==> config.mk <==
export PLATFORM = sky130hd
export DESIGN_NAME = pipe_stage_reg
export DESIGN_NICKNAME = d
export VERILOG_FILES = /design/src/rtl/pipe_stage_reg.sv
export SDC_FILE = /design/constraint.sdc
export NUM_CORES = 1
export LEC_CHECK = 0
export CAP_MARGIN = 20
export CORE_ASPECT_RATIO = 1.75
export CORE_UTILIZATION = 25
export DETAILED_ROUTE_END_ITERATION = 8
export PLACE_DENSITY_LB_ADDON = 0.05
export SYNTH_ARGS = -nofsm -noshare
export SYNTH_HDL_FRONTEND = slang
export SYNTH_SLANG_ARGS = --single-unit
export TNS_END_PERCENT = 50
==> constraint.sdc <==
create_clock -name clk -period 3.6 [get_ports clk]
set_input_delay 0.72 -clock clk [delete_from_list [all_inputs] [get_ports clk]]
set_output_delay 0.72 -clock clk [all_outputs]
set_load 0.02 [all_outputs]
==> src/rtl/pipe_stage_reg.sv <==
// pipe_stage_reg
//   Pipeline stage register. It carries one packed payload under a valid/ready
//   handshake and supports a synchronous flush that inserts a bubble.
//   SKID=0: a single head register, with in_ready computed combinationally.
//   SKID=1: head plus skid register. in_ready comes from a flop, gated only by
//           flush.
//   A saturating stall counter counts cycles with out_valid && !out_ready.
// Ports
//   clk, rst        rising-edge clock; asynchronous active-high reset
//   in_valid/ready  upstream handshake; in_data is the upstream payload
//   flush           kills all held entries; blocks acceptance this cycle
//   out_valid/ready downstream handshake; out_data is the head register
//   occupancy       number of held entries (0..1 or 0..2)
//   stall_cnt       saturating count of downstream stall cycles
module pipe_stage_reg #(
  parameter int               WIDTH     = 64,
  parameter int               SKID      = 0,
  parameter logic [WIDTH-1:0] RESET_VAL = '0,
  parameter int               CNT_W     = 16
) (
  input  logic             clk,
  input  logic             rst,
  input  logic             in_valid,
  output logic             in_ready,
  input  logic [WIDTH-1:0] in_data,
  input  logic             flush,
  output logic             out_valid,
  input  logic             out_ready,
  output logic [WIDTH-1:0] out_data,
  output logic [1:0]       occupancy,
  output logic [CNT_W-1:0] stall_cnt
);

  logic [WIDTH-1:0] head;
  logic             out_fire;

  assign out_valid = (occupancy != 2'd0);
  assign out_data  = head;
  assign out_fire  = out_valid && out_ready;

  generate
    if (SKID == 0) begin : g_single
      logic hvalid;
      logic in_fire;

      // A full head can accept new data when it drains in the same cycle.
      assign in_ready  = !flush && (!hvalid || out_ready);
      assign in_fire   = in_valid && in_ready;
      assign occupancy = {1'b0, hvalid};

      always_ff @(posedge clk or posedge rst) begin
        if (rst) begin
          hvalid <= 1'b0;
          head   <= RESET_VAL;
        end else begin
          if (flush)         hvalid <= 1'b0;
          else if (in_fire)  hvalid <= 1'b1;
          else if (out_fire) hvalid <= 1'b0;
          // in_fire is never true during flush, because in_ready is gated by it.
          if (in_fire) head <= in_data;
        end
      end
    end else begin : g_skid
      typedef enum logic [1:0] {
        EMPTY = 2'd0,
        ONE   = 2'd1,
        FULL  = 2'd2
      } state_t;

      state_t           state, state_nxt;
      logic             ready_q;
      logic [WIDTH-1:0] skid;
      logic             in_fire;
      logic             load_head_in, load_head_skid, load_skid;

      // ready_q holds (state != FULL) as a flop, so the only combinational
      // term on the upstream ready path is the flush gate.
      assign in_ready  = ready_q && !flush;
      assign in_fire   = in_valid && in_ready;
      assign occupancy = state;

      always_comb begin
        state_nxt      = state;
        load_head_in   = 1'b0;
        load_head_skid = 1'b0;
        load_skid      = 1'b0;
        if (flush) begin
          state_nxt = EMPTY;
        end else begin
          case (state)
            EMPTY: if (in_fire) begin
              load_head_in = 1'b1;
              state_nxt    = ONE;
            end
            ONE: begin
              if (in_fire && out_fire) begin
                load_head_in = 1'b1;
              end else if (in_fire) begin
                load_skid = 1'b1;
                state_nxt = FULL;
              end else if (out_fire) begin
                state_nxt = EMPTY;
              end
            end
            FULL: if (out_fire) begin
              // The skid entry is promoted only after the head has gone out.
              load_head_skid = 1'b1;
              state_nxt      = ONE;
            end
            default: state_nxt = EMPTY;
          endcase
        end
      end

      always_ff @(posedge clk or posedge rst) begin
        if (rst) begin
          state   <= EMPTY;
          ready_q <= 1'b1;
          head    <= RESET_VAL;
          skid    <= RESET_VAL;
        end else begin
          state   <= state_nxt;
          ready_q <= (state_nxt != FULL);
          if (load_head_in)        head <= in_data;
          else if (load_head_skid) head <= skid;
          if (load_skid) skid <= in_data;
        end
      end
    end
  endgenerate

  // Stalls are counted even in a flush cycle, before the entries are killed.
  always_ff @(posedge clk or posedge rst) begin
    if (rst)
      stall_cnt <= '0;
    else if (out_valid && !out_ready && (stall_cnt != {CNT_W{1'b1}}))
      stall_cnt <= stall_cnt + CNT_W'(1);
  end

endmodule
==> reports/metrics.yaml <==
hpwl_um: 6090
die_height_um: 155
fin_nets: 445
hold_buffers: 0
report.final.setup_viol: 0
skew_ns: 0.00561
root_buffer: "clkbuf_16"
reg2regPathDepth: 5
synth-seq-area-share_pct: 60.9
drc: 0
clkSlewWorstSetupHoldPaths_ns: 0.06
grt_max_degree: 59
critPathKind: "in2out"
fin_util_pct: 40.7
grtUsageTotal_pct: 13.1
relSlewSlack_pct: 51.4
avgSynthCellArea_sq_um: 15.1
postSynth.asyncResetShare_pct: 100
r2r_start: "out_valid$_DFFE_PP0P_"
synth-edff-count: 0
cp.required_ns: 2.88
multi_input_area_sq_um: 1190
fin_cells: 550
syn_inst: 220
drv_cap: 0
ios: 153
cts-resized-gates: 0
r2r_slack_ns: 1.77
grt_setup_unrepaired: "no"
start_util_pct: 25.7
arrival_ns: 1.96
crit_fanout: 2
max_freq_mhz: 373
cp-start-kind: "input port"
ys_ff_latch: 81
hold_viol: 0
min_from: "out_data[45]$_DFFE_PP0P_"
dp_cells: 535
totalWireLength_um: 8440
grt_pass1_vias: 2536
cts_setup_buffers: 0
cts_buffer_depth: 2
seq_area_sq_um: 2030
cts_sinks: 81
antenna_found_initial: 0
clk_latency_ns: 0.34
power.density_nw_per_um2: 532
layout-drive-gt1-share_pct: 23.7
die_x_um: 89.2
viasPerCell: 4.25
setup_tns_ns: 0
drt_iter0_drc: 64
p_leak_nw: 2.17
outcome: "finished, final reports clean"
peakVddDrop_v: 0.000271
holdPathEnd: "out_data[45]$_DFFE_PP0P_"
min_path_cells: 1
tightest_slew_ns: 0.729
yosysUniqueCellTypes: 34
gr-total-overflow: 0
syn-num-nets: 290
syn2layout_area_growth_pct: 58.1
worst_r2r_endpoint: "out_data[46]$_DFFE_PP0P_"
hold_class: "reg2reg"
portBuffers: 151
final.period_utilization_pct: 74.5
grt_pass1_wl_um: 13200
synth_ff_type: "dfrtp_1"
row_count: 55
period_needed_ns: 2.68
netlist_area_sq_um: 3330
ant_nets: 0
end_kind: "output pin"
die-area_sq_um: 13800
htreeDepth: 3
yosysWarnings: 0
diodes: 0
vias: 2337
design.core.area_sq_um: 12900
numCtsBuffers: 9
routedWlPerCell_um: 15.3
firstDrtPassIters: 4
cts_tree: "yes"
num-fill-cells: 1306
gp_congestion: 0.755
maxSlewViolCount: 0
## worst max path at each step
stage                    from                      end  slack [ns]  depth (start not counted)
floorplan                 rst  out_data[0]$_DFFE_PP0P_        0.80                          1
global placement    out_ready                 in_ready        0.94                          4
detailed placement  out_ready                 in_ready        0.92                          4
CTS                 out_ready                 in_ready        0.92                          4
global route        out_ready                 in_ready        0.88                          4
finish              out_ready                 in_ready        0.92                          4
## through the flow
step / setup WS, ns / power (mW) / area [sq um] / hold WS, ns
floorplan: 0.800 / 1.57 / 3330 / 0.607
global placement: 0.937 / 2.00 / 5000 / 0.488
detailed placement: 0.924 / 2.01 / 5000 / 0.494
CTS: 0.917 / 2.86 / 5260 / 0.508
global route: 0.878 / 2.96 / 5260 / 0.519
finish: 0.920 / 2.80 / 5260 / 0.502
## where the power goes
part           switching (mW)  internal [mW]  leakage [nW]
combinational           0.366          0.454          1.06
clock                   0.364          0.462         0.124
sequential             0.0960           1.06         0.980
## placed cells by master (no fill, tap or decap), drive strengths merged, types with 5 or more instances in the layout
master / Yosys / final
clkbuf: 0 / 10
clkdlybuf4s50: 0 / 151
dfrtp: 81 / 81
mux2: 65 / 65
nand2: 5 / 5
nand4: 5 / 5
nor2: 9 / 9
xor2: 8 / 8
## logic make-up after synthesis
logic type	after synthesis	synth area share [%]
compound gates	10	2.10
xor+xnor	12	3.16
fa+ha+maj	1	0.376
buf+inv	11	3.27
flops	81	60.9
mux	65	22.7
other cells	1	0.113
simple gates	39	7.44
## critical path, stage by stage
cell and delay (ns):
clkdlybuf4s50_1 0.48, nor2b_2 0.06, nor2_2 0.09, clkdlybuf4s50_1 0.61
## cell type report
| type | instances | share of cell area [%] |
|---|---|---|
| Timing Repair Buffer | 154 | 29.6 |
| Clock inverter | 5 | 0.642 |
| Inverter | 1 | 0.0951 |
| Sequential cell | 81 | 38.5 |
| Multi-Input combinational cell | 128 | 22.7 |
| Clock buffer | 10 | 4.35 |
| Tap cell | 171 | 4.07 |
## registers in the layout, summed over array words and instances, names as in the netlist
register,count
stall_cnt,16
out_valid,1
out_data,64
## cell usage after synthesis (2+ instances only)
| master | instances | area share, % |
|---|---|---|
| a21oi_1 | 3 | 0.45 |
| and3_1 | 2 | 0.38 |
| buf_4 | 2 | 0.45 |
| buf_6 | 8 | 2.7 |
| dfrtp_1 | 81 | 61 |
| mux2_2 | 59 | 20 |
| mux2_4 | 6 | 2.7 |
| nand2_1 | 5 | 0.56 |
| nand3_1 | 4 | 0.60 |
| nand4_1 | 4 | 0.75 |
| nor2_1 | 8 | 0.90 |
| nor2b_2 | 2 | 0.53 |
| nor3_1 | 3 | 0.45 |
| o2111ai_1 | 3 | 0.79 |
| xnor2_1 | 4 | 1.1 |
| xor2_1 | 8 | 2.1 |
## layer usage
layer	up-vias	track usage, %	wire length [um]
li1	1091	-	-
met1	1155	13.8	3130
met2	84	23.5	4670
met3	7	3.90	512
met4	0	5.37	123
met5	-	0	0
Note: power is estimated with default switching activity, not from simulation.
